$ cat src/rtl/dem_tree_recombiner.sv
// Receive-side recombiner for the 1->2->4->8 DEM switching tree: rebuilds each sample
// with a pipelined adder tree and checks it against a delayed copy of the splitter input.
module dem_tree_recombiner #(
   parameter int INPUT_WIDTH  = 8,
   parameter int REF_DELAY    = 3,
   parameter int FAULT_THRESH = 4,
   parameter int CNT_WIDTH    = 16
) (
   input  logic                          clk_i,
   input  logic                          reset_n_i,
   input  logic                          enable_i,
   input  logic                          clear_i,
   input  logic signed [INPUT_WIDTH-1:0] x_in_i,
   input  logic                          x_valid_i,
   input  logic [7:0][INPUT_WIDTH-1:0]   x_el_i,
   output logic signed [INPUT_WIDTH+2:0] sum_o,
   output logic                          sum_valid_o,
   output logic                          match_o,
   output logic                          mismatch_o,
   output logic [CNT_WIDTH-1:0]          mismatch_cnt_o,
   output logic                          fault_o,
   output logic [1:0]                    state_o
);

   localparam int W   = INPUT_WIDTH;
   localparam int DLY = REF_DELAY + 3;
   localparam logic [8:0] THRESH = 9'(FAULT_THRESH);

   typedef enum logic [1:0] {
      IDLE  = 2'b00,
      ALIGN = 2'b01,
      CHECK = 2'b10,
      FAULT = 2'b11
   } state_t;

   state_t         state;
   logic [W:0]     s1 [4];
   logic [W+1:0]   s2 [2];
   logic [DLY-1:0] vld_dly;
   logic [W-1:0]   ref_dly [DLY];
   logic [7:0]     run_cnt;
   logic [7:0]     align_cnt;
   logic [8:0]     run_next;
   logic [CNT_WIDTH-1:0] cnt_inc;
   logic [W+2:0]   ref_ext;
   logic           sum_eq;
   logic           cmp_en;

   // Every add sign-extends both operands by one bit, so no stage can overflow.
   always_ff @(posedge clk_i or negedge reset_n_i) begin
      if (!reset_n_i) begin
         for (int i = 0; i < 4; i++) s1[i] <= '0;
         for (int i = 0; i < 2; i++) s2[i] <= '0;
         sum_o <= '0;
      end else begin
         for (int i = 0; i < 4; i++)
            s1[i] <= {x_el_i[2*i][W-1], x_el_i[2*i]} + {x_el_i[2*i+1][W-1], x_el_i[2*i+1]};
         for (int i = 0; i < 2; i++)
            s2[i] <= {s1[2*i][W], s1[2*i]} + {s1[2*i+1][W], s1[2*i+1]};
         sum_o <= {s2[0][W+1], s2[0]} + {s2[1][W+1], s2[1]};
      end
   end

   // Reference and valid travel REF_DELAY plus the three tree stages.
   always_ff @(posedge clk_i or negedge reset_n_i) begin
      if (!reset_n_i) begin
         vld_dly <= '0;
         for (int i = 0; i < DLY; i++) ref_dly[i] <= '0;
      end else begin
         vld_dly    <= {vld_dly[DLY-2:0], x_valid_i};
         ref_dly[0] <= x_in_i;
         for (int i = 1; i < DLY; i++) ref_dly[i] <= ref_dly[i-1];
      end
   end

   assign sum_valid_o = vld_dly[DLY-1];
   assign ref_ext     = {{3{ref_dly[DLY-1][W-1]}}, ref_dly[DLY-1]};
   assign sum_eq      = (sum_o == ref_ext);
   // A same-cycle clear or a CHECK-state disable suppresses the compare entirely.
   assign cmp_en      = sum_valid_o && !clear_i &&
                        ((state == FAULT) || (state == CHECK && enable_i));
   assign match_o     = cmp_en && sum_eq;
   assign mismatch_o  = cmp_en && !sum_eq;
   assign state_o     = state;
   assign run_next    = {1'b0, run_cnt} + 9'd1;
   assign cnt_inc     = (&mismatch_cnt_o) ? mismatch_cnt_o : mismatch_cnt_o + CNT_WIDTH'(1);

   always_ff @(posedge clk_i or negedge reset_n_i) begin
      if (!reset_n_i) begin
         state          <= IDLE;
         align_cnt      <= '0;
         run_cnt        <= '0;
         mismatch_cnt_o <= '0;
         fault_o        <= 1'b0;
      end else if (clear_i) begin
         state          <= enable_i ? ALIGN : IDLE;
         align_cnt      <= '0;
         run_cnt        <= '0;
         mismatch_cnt_o <= '0;
         fault_o        <= 1'b0;
      end else begin
         case (state)
            IDLE: begin
               if (enable_i) begin
                  state     <= ALIGN;
                  align_cnt <= '0;
               end
            end
            ALIGN: begin
               if (!enable_i) state <= IDLE;
               else if (align_cnt == 8'(DLY - 1)) state <= CHECK;
               else align_cnt <= align_cnt + 8'd1;
            end
            CHECK: begin
               if (!enable_i) begin
                  state   <= IDLE;
                  run_cnt <= '0;
               end else if (match_o) begin
                  run_cnt <= '0;
               end else if (mismatch_o) begin
                  mismatch_cnt_o <= cnt_inc;
                  run_cnt        <= run_next[7:0];
                  if (run_next >= THRESH) begin
                     state   <= FAULT;
                     fault_o <= 1'b1;
                  end
               end
            end
            FAULT: begin
               if (mismatch_o) mismatch_cnt_o <= cnt_inc;
            end
            default: state <= IDLE;
         endcase
      end
   end

endmodule

$ cat config.mk
export PLATFORM = sky130hd
export DESIGN_NAME = dem_tree_recombiner
export DESIGN_NICKNAME = d
export VERILOG_FILES = /design/src/rtl/dem_tree_recombiner.sv
export SDC_FILE = /design/constraint.sdc
export NUM_CORES = 1
export LEC_CHECK = 0
export ABC_AREA = 0
export CAP_MARGIN = 5
export CORE_AREA = 2 2 163 101
export DETAILED_ROUTE_END_ITERATION = 6
export DIE_AREA = 0 0 165 103
export GPL_ROUTABILITY_DRIVEN = 0
export HOLD_SLACK_MARGIN = 0.1
export PLACE_DENSITY = 0.72
export SYNTH_ARGS = -nofsm -noshare
export SYNTH_HDL_FRONTEND = slang
export SYNTH_SLANG_ARGS = --single-unit
$ cat constraint.sdc
create_clock -name clk_i -period 2.1 [get_ports clk_i]
set_input_delay 0.42 -clock clk_i [delete_from_list [all_inputs] [get_ports clk_i]]
set_output_delay 0.42 -clock clk_i [all_outputs]
set_load 0.02 [all_outputs]
======== After elaboration in Yosys (flattened, before gate mapping) ========
Index checks and enable logic that the tools add are counted.
cells by class
  add/sub/neg operators ................... 10
  order comparisons ....................... 1
  equality and inequality tests ........... 16
  mux-type cells .......................... 32
  reductions and logical operators ........ 22
operators with widths
  cell                     number
  $mux W16                 5
  $mux W8                  9
  $add A8 B8 Y9            4
  $pmux W16 S2             1
  $add A9 B9 Y10           2
  $add A16 B1 Y16 const B  1
  $mux W2                  8
  $pmux W8 S2              1
  $reduce_and A16 Y1       1
  $ne A3 B3 Y1 const B     5
  $ne A4 B4 Y1 const B     3
  $add A10 B10 Y11         1
  $eq A11 B11 Y1           1
  $add A8 B1 Y9 const B    1
  $ge A9 B3 Y1 const B     1
  $add A8 B1 Y8 const B    1
  $eq A8 B3 Y1 const B     1
  $reduce_bool A2 Y1       4
  $mux W1                  7
  $pmux W2 S3              1
  $reduce_and A6 Y1        1
  $reduce_bool A3 Y1       2
  $logic_and A1 B1 Y1      5
  $reduce_and A5 Y1        1
  other kinds (12)         14
word-level totals
  register bits ........................... 156
  input port bits ......................... 77
  output and inout port bits .............. 33
  word-level logic and storage cells ...... 100

======== Depth between registers and ports, before layout ========
Gate-level depths: netlist of the first run.
  depth after elaboration ................. 10
  gate-level depth with buffers ........... 9
  gate-level depth less buffers ........... 9

======== Worst setup path after synthesis of the first run ========
Ideal clock, no wire load.
  path kind ............................... reg-to-reg
  start point ............................. reg state[0] (netlist: state_o[0])
  end point ............................... reg mismatch_cnt_o[5]
  library setup time ...................... 0.078 ns
  arrival time ............................ 2.024 ns
  data required time ...................... 2.022 ns
  slack ................................... -0.002 ns
  cell stages (with the launch flop) ...... 9
  buffers on the path ..................... 0
  period minus slack after synthesis ...... 2.102 ns
  path through ............................ dfrtp_1 inv_1 ha_1 and2b_1 o21ai_0 a31oi_2 nand2_1 or4_1 a21oi_1
between the ends
  cells in the longest elaborated chain, start to end .. 10
  elaborated cells on any way between the ends .. 16
  classes of those cells .................. 4 x eq/ne; 5 x mux; 7 x reduce/logical
ends and longest elaborated chain
  item                      RTL line  text
  start: declaration        36        state_t state;
  start signal: assignment  96        state <= enable_i ? ALIGN : IDLE;
  $eq A2 B2 Y1              81, 102
  $logic_and A1 B1 Y1       81        ((state == FAULT) || (state == CHECK && enable_i));
  $logic_or A1 B1 Y1        81
  $logic_and A1 B1 Y1       80        assign cmp_en = sum_valid_o && !clear_i &&
  $logic_and A1 B1 Y1       83        assign mismatch_o = cmp_en && !sum_eq;
  $mux W16 (3 in a row)     -
  $pmux W16 S2              102       case (state)
  $mux W16                  95        end else if (clear_i) begin
  end signal: assignment    121       mismatch_cnt_o <= cnt_inc;
  end signal: assignment    130       if (mismatch_o) mismatch_cnt_o <= cnt_inc;
  end: declaration          20        output logic [CNT_WIDTH-1:0] mismatch_cnt_o,
Several ways; a longest one is shown, not always the timed one. The select of a mux whose other input is x is not followed.
A chain may end at the register's enable or synchronous reset.

======== Worst setup path after layout of the first run ========
  start point ............................. reg sum_o[9]
  end point ............................... out mismatch_o
between the ends
  cells in the longest elaborated chain, start to end .. 3
ends and longest elaborated chain
  item                      RTL line  text
  start: declaration        16        output logic signed [INPUT_WIDTH+2:0] sum_o,
  start signal: assignment  60        sum_o <= {s2[0][W+1], s2[0]} + {s2[1][W+1], s2[1]};
  $eq A11 B11 Y1            78        assign sum_eq = (sum_o == ref_ext);
  $logic_not A1 Y1          83
  $logic_and A1 B1 Y1       83
  end: declaration          19        output logic mismatch_o,
Every way passes these cells.

==> results by group, run 1 <==
Timing
  • Tightest hold margin: 0.3433 ns
  • Max-slew violations: 0
  • Slew HR: 0.6842
  • Fin crit share: 1.136
  • Endpoints failing hold: 0
  • RSZ-0062 raised after global routing: yes
  • Worst slew pin tran: 0.4720 ns
  • Setup tns final: -2.059 ns
  • Clk_skew: 0.01131 ns
  • # setup viols final: 14
  • Max Clk Rate: 419.2 MHz
  • Min cycle time layout: 2.386 ns
  • Worst setup margin: -0.2856 ns

Pwr
  • Peak VDD IR: 0.0007173 V
  • Total power: 0.01066 W
  • Pwr/cell area: 1052 mW/mm²
  • Leakage: 4.580 nW

Clock tree
  • Clock Latency Late Sink: 0.42 ns
  • Root Buffer: clkbuf_16
  • Cts bufs inserted: 17
  • CTS tree: yes
  • H-tree Lvls: 4
  • Longest Clk Path Bufs: 2
  • Clock-pin slew on the worst setup and hold paths: 0.06 ns
  • Clock Sinks: 156

Flow run
  • Max_cap viols: 0

Synth
  • Number of flops mapped to enable cells by yosys: 0
  • Yosys reg bits: 156
  • FFs w/ async S/R, synth: 1.000
  • Synth unique cells: 58
  • Synth warn: 0
  • Synth area leaders: dfrtp_1, ha_1, xnor2_1
  • Synth area leader: dfrtp_1
  • Mapped Cells: 672
  • Synthesized area: 0.007497 mm²
  • Share of the yosys chip area belonging to registers: 0.5207
  • Syn Nets: 824
  • Synthesized area per cell: 11.16 µm²
  • Share of the synthesized area in the top cell type: 0.5207
  • Predominant post-synthesis flop cell: dfrtp_1

Critical path
  • Critical Path Sink Type: primary output
  • Crit path DAT: 1.97 ns
  • Crit Path Max Fanout: 3
  • Worst path required time: 1.68 ns
  • Critical path class: reg -> out
  • Crit start category: flop

Route
  • Antenna Nets Post-Route: 0
  • Detailed Routing Iterations Pass 1: 4
  • WL final: 15360 µm
  • Routed vias/inst: 5.076
  • Drc violations: 0
  • Via count: 5523
  • Iter 0 DRT Violations: 217
  • Drt wl/cell: 14.11 µm

Final layout
  • Non-filler instance count after layout: 1088
  • Filler cells: 1166
  • # nets final: 1018
  • Area grow syn2layout: 35.26%
  • ANT cells: 0
  • Fraction of layout cells with a size suffix above 1: 0.1615

Place
  • I/O Buffers: 109
  • Hpwl dp: 11420 µm
  • Placed insts: 1045

Floorplan
  • Die width: 165 µm
  • FP Rows: 36
  • Initial cell density of the core: 0.4769
  • # IOs: 110
  • Die ar.: 0.01700 mm²
  • Core Region: 0.01572 mm²
  • Die height: 103 µm

Global route
  • First-pass GRT wire length: 26120 µm
  • Largest net degree at the start of global routing: 62
  • Congestion Overflow GR: 0
  • Vias in the first global route: 5688
  • Initial antenna violation count: 0
  • GRT Overall Usage: 0.1958

Run status
  • Failing checks: negative setup slack
  • Status: finished, violations left

Hold path
  • Hold Crit Class: reg -> reg
## state kept, by name, summed over array words and instances, names as in the netlist, 2 cells and up
name            flops
align_cnt           8
mismatch_cnt_o     16
ref_dly            48
run_cnt             8
s1                 36
s2                 20
state_o             2
sum_o              11
vld_dly             6
## area by class of cell
cell class / count / area, µm² / area share
Clock inverter: 13 / 163.9 / 0.01616
Tap cell: 209 / 261.5 / 0.02579
Inverter: 53 / 198.9 / 0.01962
Clock buffer: 19 / 442.9 / 0.04368
Sequential cell: 156 / 3905 / 0.3851
Multi-Input combinational cell: 455 / 3465 / 0.3416
Timing Repair Buffer: 183 / 1704 / 0.1680
## worst paths after layout
kind	end	slack, ns	startpoint	cells after the start
setup / recovery	mismatch_o	-0.29	sum_o[9]$_DFF_PN0_	5
hold / removal	ref_dly[2]$_DFF_PN0_	0.34	ref_dly[10]$_DFF_PN0_	0
setup reg to reg	mismatch_cnt_o[6]$_DFFE_PN0P_	-0.20	sum_o[9]$_DFF_PN0_	9
hold reg to reg	ref_dly[2]$_DFF_PN0_	0.34	ref_dly[10]$_DFF_PN0_	0
max in group asynchronous	ref_dly[42]$_DFF_PN0_	1.05	reset_n_i	3
min in group asynchronous	state_o[0]$_DFFE_PN0P_	0.42	reset_n_i	2
## cell usage in the layout, fill, tap and decap left out, drive strengths merged, types with 24 or more instances in the layout
master / instances
a21oi: 36
buf: 76
clkdlybuf4s50: 106
dfrtp: 156
ha: 68
inv: 56
nand2: 38
nor2: 61
o21ai: 43
xnor2: 38
xor2: 24
## what timing repair did
item | in CTS | in global routing
endpoints found under the hold margin | 20 | 0
endpoints found under the setup margin | 17 | 34
hold buffers | 1 | 0
setup buffers | 5 | 7
pin swaps | 10 | 20
gates resized for setup | 19 | 40
## per-stage QoR
step,cell area [µm²],setup WS [ns],util
2_1_floorplan,7498,0.01873,-
3_3_place_gp,9289,-0.3002,0.5909
3_5_place_dp,9289,-0.3861,0.5909
4_1_cts,9985,-0.2691,0.6351
5_1_grt,10140,-0.3555,0.6451
6_report,10140,-0.2856,0.6451
## per-layer routing
metal / share of wire / track usage / vias up / routed length [µm]
met5: 0 / 0 / - / 0
met2: 0.48 / 0.3304 / 121 / 7445
li1: - / - / 2706 / -
met4: 0.0055 / 0.04281 / 0 / 85
met1: 0.46 / 0.2561 / 2684 / 7117
met3: 0.046 / 0.05350 / 12 / 706
## Yosys cell counts (2+ instances only)
cell type / number
a31o_2: 3
or4_1: 2
a221oi_1: 4
o41a_1: 2
buf_4: 2
clkbuf_1: 2
ha_1: 68
or3_1: 6
nand4_1: 7
nor2b_1: 9
a21oi_1: 36
fa_1: 7
o21bai_1: 2
a21o_1: 9
dfrtp_1: 156
and3_1: 7
o41ai_1: 4
nand2b_1: 11
nor3_1: 8
nor4_1: 2
o21ai_0: 43
xnor2_1: 38
nor2_1: 61
nand3_1: 16
o2111ai_1: 3
mux2_2: 2
a31oi_1: 6
nand2_1: 38
inv_1: 53
mux2i_1: 3
o21a_1: 3
xor2_1: 24
a22o_1: 4
a21boi_0: 5
o211ai_1: 3
## logic make-up (layout without fill, tap and decap cells)
family | after synthesis | after routing | synth area share
AND/OR/NAND/NOR | 176 | 176 | 0.1142
AO/OA/AOI/OAI | 136 | 136 | 0.1158
adder cells (fa/ha/maj) | 75 | 75 | 0.1322
flip-flops | 156 | 156 | 0.5207
XOR/XNOR | 62 | 62 | 0.07243
buffers and inverters | 61 | 268 | 0.03471
multiplexers | 6 | 6 | 0.01001
## report_power, final
part	switching [W]	total [W]	leakage [nW]	internal, W
clock network	0.00121	0.00312	0.294	0.00191
logic	0.00182	0.00376	2.39	0.00194
registers	0.000254	0.00379	1.90	0.00353
## worst max-delay path: stages, from the launching register on
cell and delay (ns):
dfrtp_1 0.37, or4_4 0.54, mux2i_4 0.23, buf_6 0.15
a31oi_1 0.08, buf_4 0.18
No activity file was read; power rests on OpenSTA's default activity.
==> run 2: changes to the inputs <==
--- a/config.mk
+++ b/config.mk
@@ -13,6 +13,8 @@
 export GPL_ROUTABILITY_DRIVEN = 0
 export HOLD_SLACK_MARGIN = 0.1
 export PLACE_DENSITY = 0.72
+export SKIP_CTS_REPAIR_TIMING = 1
+export SLEW_MARGIN = 20
 export SYNTH_ARGS = -nofsm -noshare
 export SYNTH_HDL_FRONTEND = slang
 export SYNTH_SLANG_ARGS = --single-unit
==> constraint.sdc (replaced) <==
create_clock -name clk_i -period 2.1 [get_ports clk_i]
set_input_delay 0.42 -clock clk_i [delete_from_list [all_inputs] [get_ports clk_i]]
set_output_delay 0.42 -clock clk_i [all_outputs]
set_load 0.1 [all_outputs]
==> run 2 against run 1 <==
- the flow still finishes with violations (negative setup slack)
- die area unchanged
- first-iteration DRC count grew 10%
- final area down 0.20%
- total power up 5.6%
- highest routed layer unchanged
==> results by group, run 2 (synthesized netlist as in run 1, its figures left out) <==
Run status
  • Status: finished, violations left (unchanged)
  • Failing checks: negative setup slack (unchanged)

Pwr
  • Net Sw Frac: 0.3584 (was 0.3080)
  • Flop pwr share: 0.342 (was 0.355)
  • Leakage: 4.575 nW (was 4.580 nW)
  • Switching pwr: 0.004034 W (was 0.003284 W)
  • Clock power frac: 0.271 (was 0.292)
  • Pwr/cell area: 1112 mW/mm² (was 1052 mW/mm²)
  • Peak VDD IR: 0.0008016 V (was 0.0007173 V)
  • Logic pwr share: 0.387 (was 0.353)
  • Internal: 0.007223 W (was 0.007380 W)

Route
  • Routed vias/inst: 5.026 (was 5.076)
  • Via count: 5433 (was 5523)
  • Antenna Nets Post-Route: 0 (unchanged)
  • Iter 0 DRT Violations: 239 (was 217)
  • Drt wl/cell: 13.90 µm (was 14.11 µm)
  • WL final: 15020 µm (was 15360 µm)
  • Detailed Routing Iterations Pass 1: 5 (was 4)
  • Drc violations: 0 (unchanged)

Timing
  • Min cycle time layout: 2.529 ns (was 2.386 ns)
  • Slew HR: 0.6578 (was 0.6842)
  • Setup tns final: -2.710 ns (was -2.059 ns)
  • Worst slew pin tran: 0.5110 ns (was 0.4720 ns)
  • Max-slew violations: 0 (unchanged)
  • RSZ-0062 raised after global routing: yes (unchanged)
  • Worst setup margin: -0.4289 ns (was -0.2856 ns)
  • Clk_skew: 0.009444 ns (was 0.01131 ns)
  • Max Clk Rate: 395.4 MHz (was 419.2 MHz)
  • # setup viols final: 21 (was 14)
  • Endpoints failing hold: 0 (unchanged)
  • Fin crit share: 1.204 (was 1.136)

Final layout
  • Max FFs per register: 48 (unchanged)
  • Filler cells: 1149 (was 1166)
  • Biggest register: ref_dly (unchanged)
  • Biggest regs: ref_dly (48), s1 (36), s2 (20) (unchanged)
  • Commonest cells after routing, fill and taps aside: dfrtp_1, buf_4, clkdlybuf4s50_1 (was dfrtp_1, clkdlybuf4s50_1, ha_1, buf_4, nor2_1)
  • Fraction of layout cells with a size suffix above 1: 0.2259 (was 0.1615)
  • ANT cells: 0 (unchanged)
  • # nets final: 1011 (was 1018)
  • Non-filler instance count after layout: 1081 (was 1088)
  • Most common cell after layout, fill and taps aside: dfrtp_1 (unchanged)
  • Area grow syn2layout: 35.00% (was 35.26%)

Clock tree
  • Root Buffer: clkbuf_16 (unchanged)
  • Clock-pin slew on the worst setup and hold paths: 0.06 ns (about the same)
  • Longest Clk Path Bufs: 2 (unchanged)
  • CTS tree: yes (unchanged)
  • Clock Sinks: 156 (unchanged)
  • Cts bufs inserted: 17 (unchanged)
  • H-tree Lvls: 4 (unchanged)
  • Clock Latency Late Sink: 0.42 ns (about the same)

Flow run
  • Max_cap viols: 0 (unchanged)

Floorplan
  • # IOs: 110 (unchanged)
  • Die width: 165 µm (unchanged)
  • Initial cell density of the core: 0.4769 (unchanged)
  • FP Rows: 36 (unchanged)
  • Die height: 103 µm (unchanged)
  • Core Region: 0.01572 mm² (unchanged)
  • Die ar.: 0.01700 mm² (unchanged)

Critical path
  • Worst path required time: 1.68 ns (about the same)
  • Critical Path, Cell by Cell: or4_4 -> mux2i_4 -> buf_6 -> nand3_4 -> nor2_4 -> buf_12 (was or4_4 -> mux2i_4 -> buf_6 -> a31oi_1 -> buf_4)
  • Crit path DAT: 2.11 ns (was 1.97 ns)
  • Crit start category: flop (unchanged)
  • Crit-path max cell delay: 0.49 ns (was 0.54 ns)
  • Critical Path Sink Type: primary output (unchanged)
  • Critical path class: reg -> out (unchanged)
  • CP max-delay cell: or4_4 (unchanged)
  • Crit Path Max Fanout: 3 (unchanged)

Global route
  • Congestion Overflow GR: 0 (unchanged)
  • GRT Overall Usage: 0.1887 (was 0.1958)
  • Initial antenna violation count: 0 (unchanged)
  • Largest net degree at the start of global routing: 62 (unchanged)
  • First-pass GRT wire length: 25030 µm (was 26120 µm)
  • Vias in the first global route: 5459 (was 5688)

Hold path
  • Hold Crit Class: reg -> reg (unchanged)

Place
  • Placed insts: 1038 (was 1045)
  • I/O Buffers: 109 (unchanged)
  • Hpwl dp: 11090 µm (was 11420 µm)
## run 2: cell count changes in the layout (fill, tap and decap cells not counted), moves of 3 or more
cell,previous run,this run
dfrtp_2,1,22
nand3_2,4,1
clkdlybuf4s50_1,106,75
ha_2,4,0
dfrtp_1,155,131
ha_4,0,3
dfrtp_4,0,3
buf_4,64,89
## run 2: worst paths after layout
check / from / to / slack (ns) / cells past startpoint
worst max register to register: sum_o[7]$_DFF_PN0_ / mismatch_cnt_o[10]$_DFFE_PN0P_ / -0.21 / 9
max in group asynchronous: reset_n_i / mismatch_cnt_o[12]$_DFFE_PN0P_ / 0.84 / 3
worst min-delay path: ref_dly[42]$_DFF_PN0_ / ref_dly[34]$_DFF_PN0_ / 0.35 / 0
min in group asynchronous: reset_n_i / ref_dly[17]$_DFF_PN0_ / 0.50 / 2
worst min register to register: ref_dly[42]$_DFF_PN0_ / ref_dly[34]$_DFF_PN0_ / 0.35 / 0
worst max-delay path: sum_o[7]$_DFF_PN0_ / match_o / -0.43 / 6
## run 2: critical path, delay by kind of cell (launching register included)
| kind | cells | cell delay (ns) |
|---|---|---|
| mux | 1 | 0.21 |
| simple gates | 3 | 0.68 |
| buf+inv | 2 | 0.33 |
| flops | 1 | 0.47 |
## run 2: power by group through the flow
stage,clock [W],combinational [W],sequential (W)
3_3_place_gp,0,0.00407,0.00390
5_1_grt,0.00324,0.00475,0.00391
2_1_floorplan,0,0.00217,0.00472
6_report,0.00305,0.00436,0.00385
4_1_cts,0.00311,0.00419,0.00387
3_5_place_dp,0,0.00413,0.00391
## run 2: per-layer routing
layer  routed length (µm)  vias to the layer above  track usage
li1                     -                     2690            -
met1                 7157                     2587       0.2539
met2                 7037                      137       0.3058
met3                  636                       19      0.04224
met4                  192                        0      0.06555
met5                    0                        -            0
## run 2: area by class of cell
cell class	count	area [µm²]	share of cell area
flip-flops and latches	156	3943	0.3895
repair buffers	176	1579	0.1560
clock inverters	11	132.6	0.01310
clock buffers	21	470.5	0.04648
multi-input cells	455	3533	0.3491
well taps	209	261.5	0.02584
inverters	53	201.4	0.01990
## run 2: stage by stage
| stage | power (W) | instance area [µm²] | utilization | hold slack [ns] | setup slack [ns] |
|---|---|---|---|---|---|
| floorplan | 0.006887 | 7595 | - | 0.1244 | -0.3702 |
| global placement | 0.007963 | 9261 | 0.5891 | 0.3318 | -0.3029 |
| detailed placement | 0.008045 | 9261 | 0.5891 | 0.3347 | -0.3922 |
| CTS | 0.01117 | 9864 | 0.6275 | -0.06830 | -0.5193 |
| global route | 0.01190 | 10120 | 0.6438 | 0.3502 | -0.4864 |
| finish | 0.01126 | 10120 | 0.6438 | 0.3469 | -0.4289 |
==> run 3: changes to the inputs <==
--- a/config.mk
+++ b/config.mk
@@ -8,10 +8,12 @@
 export ABC_AREA = 0
 export CAP_MARGIN = 5
 export CORE_AREA = 2 2 163 101
+export CTS_CLUSTER_SIZE = 30
 export DETAILED_ROUTE_END_ITERATION = 6
 export DIE_AREA = 0 0 165 103
 export GPL_ROUTABILITY_DRIVEN = 0
 export HOLD_SLACK_MARGIN = 0.1
+export MAX_ROUTING_LAYER = met4
 export PLACE_DENSITY = 0.72
 export SKIP_CTS_REPAIR_TIMING = 1
 export SLEW_MARGIN = 20
==> run 3 against run 2 <==
- the run still ends with negative setup slack left
- global-route usage grew 0.60 points
- critical path depth unchanged
- total power about the same
- routed wire length grew 0.20%
- core utilization is the same
- die area unchanged
- non-clock buffer count unchanged
- sequential power is essentially flat
- clock-buffer cell count unchanged
- setup slack worse by 0.0029 ns
- sequential share of layout area did not move
- register-to-register slack is essentially flat
- critical path type unchanged
- largest cell class unchanged
==> results by group, run 3 (synthesized netlist as in run 1, its figures left out) <==
Pwr
  • Clock power frac: 0.271 (about the same)
  • Leakage: 4.575 nW (unchanged)
  • Switching pwr: 0.004037 W (was 0.004034 W)
  • Peak VDD IR: 0.0008020 V (was 0.0008016 V)
  • Pwr/cell area: 1113 mW/mm² (was 1112 mW/mm²)
  • Net Sw Frac: 0.3585 (was 0.3584)
  • Internal: 0.007223 W (about the same)
  • Logic pwr share: 0.387 (about the same)
  • Flop pwr share: 0.342 (about the same)

Route
  • Iter 0 DRT Violations: 235 (was 239)
  • Detailed Routing Iterations Pass 1: 4 (was 5)
  • Drt wl/cell: 13.93 µm (was 13.90 µm)
  • Antenna Nets Post-Route: 0 (unchanged)
  • Drc violations: 0 (unchanged)
  • Via count: 5427 (was 5433)
  • WL final: 15050 µm (was 15020 µm)
  • Routed vias/inst: 5.020 (was 5.026)

Final layout
  • Commonest cells after routing, fill and taps aside: dfrtp_1, buf_4, clkdlybuf4s50_1 (unchanged)
  • Area grow syn2layout: 35.00% (unchanged)
  • # nets final: 1011 (unchanged)
  • Filler cells: 1149 (unchanged)
  • Util after Layout: 0.6438 (unchanged)
  • Max FFs per register: 48 (unchanged)
  • Biggest register: ref_dly (unchanged)
  • Most common cell after layout, fill and taps aside: dfrtp_1 (unchanged)
  • Fraction of layout cells with a size suffix above 1: 0.2259 (unchanged)
  • ANT cells: 0 (unchanged)
  • Biggest regs: ref_dly (48), s1 (36), s2 (20) (unchanged)

Floorplan
  • FP Rows: 36 (unchanged)
  • Die ar.: 0.01700 mm² (unchanged)
  • Initial cell density of the core: 0.4769 (unchanged)
  • Die height: 103 µm (unchanged)
  • Die width: 165 µm (unchanged)
  • Core Region: 0.01572 mm² (unchanged)
  • # IOs: 110 (unchanged)

Global route
  • Largest net degree at the start of global routing: 62 (unchanged)
  • GRT Overall Usage: 0.1947 (was 0.1887)
  • First-pass GRT wire length: 25030 µm (unchanged)
  • Initial antenna violation count: 0 (unchanged)
  • Vias in the first global route: 5463 (was 5459)
  • Congestion Overflow GR: 0 (unchanged)

Hold path
  • Hold Crit Class: reg -> reg (unchanged)
  • Hold Path Cell Cnt: 0 (unchanged)

Critical path
  • CP max-delay cell: or4_4 (unchanged)
  • WP buf/inv: 2 (unchanged)
  • CP Depth: 6 (unchanged)
  • Worst path required time: 1.68 ns (about the same)
  • Critical path class: reg -> out (unchanged)
  • Crit Path Max Fanout: 3 (unchanged)
  • Crit path DAT: 2.11 ns (about the same)
  • Critical Path, Cell by Cell: or4_4 -> mux2i_4 -> buf_6 -> nand3_4 -> nor2_4 -> buf_12 (unchanged)
  • Crit start category: flop (unchanged)
  • Critical Path Sink Type: primary output (unchanged)
  • CP top delay family: simple AND/OR/NAND/NOR gates (unchanged)
  • R2R cell count: 9 (unchanged)
  • Crit-path max cell delay: 0.49 ns (about the same)

Timing
  • Worst slew pin tran: 0.5118 ns (was 0.5110 ns)
  • RSZ-0062 raised after global routing: yes (unchanged)
  • Endpoints failing hold: 0 (unchanged)
  • Worst setup margin: -0.4317 ns (was -0.4289 ns)
  • Setup tns final: -2.772 ns (was -2.710 ns)
  • Max-slew violations: 0 (unchanged)
  • Fin crit share: 1.206 (was 1.204)
  • Clk_skew: 0.01238 ns (was 0.009444 ns)
  • # setup viols final: 21 (unchanged)
  • Slew HR: 0.6572 (was 0.6578)
  • Min cycle time layout: 2.532 ns (was 2.529 ns)
  • Max Clk Rate: 395.0 MHz (was 395.4 MHz)

Clock tree
  • H-tree Lvls: 4 (unchanged)
  • Cts bufs inserted: 17 (unchanged)
  • Clock Sinks: 156 (unchanged)
  • Longest Clk Path Bufs: 2 (unchanged)
  • Clock-pin slew on the worst setup and hold paths: 0.06 ns (about the same)
  • CTS tree: yes (unchanged)
  • Root Buffer: clkbuf_16 (unchanged)
  • Clock Latency Late Sink: 0.42 ns (about the same)

Run status
  • Failing checks: negative setup slack (unchanged)
  • Status: finished, violations left (unchanged)

Flow run
  • Max_cap viols: 0 (unchanged)

Place
  • Hpwl dp: 11090 µm (unchanged)
  • I/O Buffers: 109 (unchanged)
[run 3: metrics by stage]
stage	area, µm²	cells	setup slack [ns]	power, W	hold slack, ns
after floorplan	7595	672	-0.3702	0.006887	0.1244
after global placement	9261	1038	-0.3029	0.007963	0.3318
after detailed placement	9261	1038	-0.3922	0.008045	0.3347
after CTS	9864	1070	-0.5193	0.01117	-0.06830
after global routing	10120	1081	-0.4879	0.01190	0.3502
final	10120	1081	-0.4317	0.01126	0.3469
[run 3: final timing paths]
path | startpoint | slack, ns | to
setup / recovery | sum_o[7]$_DFF_PN0_ | -0.43 | match_o
hold / removal | ref_dly[42]$_DFF_PN0_ | 0.35 | ref_dly[34]$_DFF_PN0_
setup reg to reg | sum_o[7]$_DFF_PN0_ | -0.21 | mismatch_cnt_o[10]$_DFFE_PN0P_
hold reg to reg | ref_dly[42]$_DFF_PN0_ | 0.35 | ref_dly[34]$_DFF_PN0_
max in group asynchronous | reset_n_i | 0.84 | mismatch_cnt_o[12]$_DFFE_PN0P_
min in group asynchronous | reset_n_i | 0.51 | ref_dly[17]$_DFF_PN0_
[run 3: power by group through the flow]
stage,clock [W],combinational (W),sequential [W]
finish,0.00305,0.00436,0.00385
floorplan,0,0.00217,0.00472
CTS,0.00311,0.00419,0.00387
global route,0.00325,0.00475,0.00391
global placement,0,0.00407,0.00390
detailed placement,0,0.00413,0.00391
[run 3: area by class of cell]
class / count / area (µm²) / area share
clock buffers: 21 / 470.5 / 0.04648
multi-input cells: 455 / 3533 / 0.3491
well taps: 209 / 261.5 / 0.02584
inverters: 53 / 201.4 / 0.01990
clock inverters: 11 / 132.6 / 0.01310
flip-flops and latches: 156 / 3943 / 0.3895
repair buffers: 176 / 1579 / 0.1560
[run 3: routing by layer]
metal | wire [µm] | up-vias | GRT usage | share of wire
met4 | 142 | 0 | 0.05953 | 0.0094
li1 | - | 2694 | - | -
met5 | 0 | - | - | 0
met2 | 7073 | 129 | 0.3054 | 0.47
met1 | 7213 | 2591 | 0.2547 | 0.48
met3 | 625 | 13 | 0.04465 | 0.042
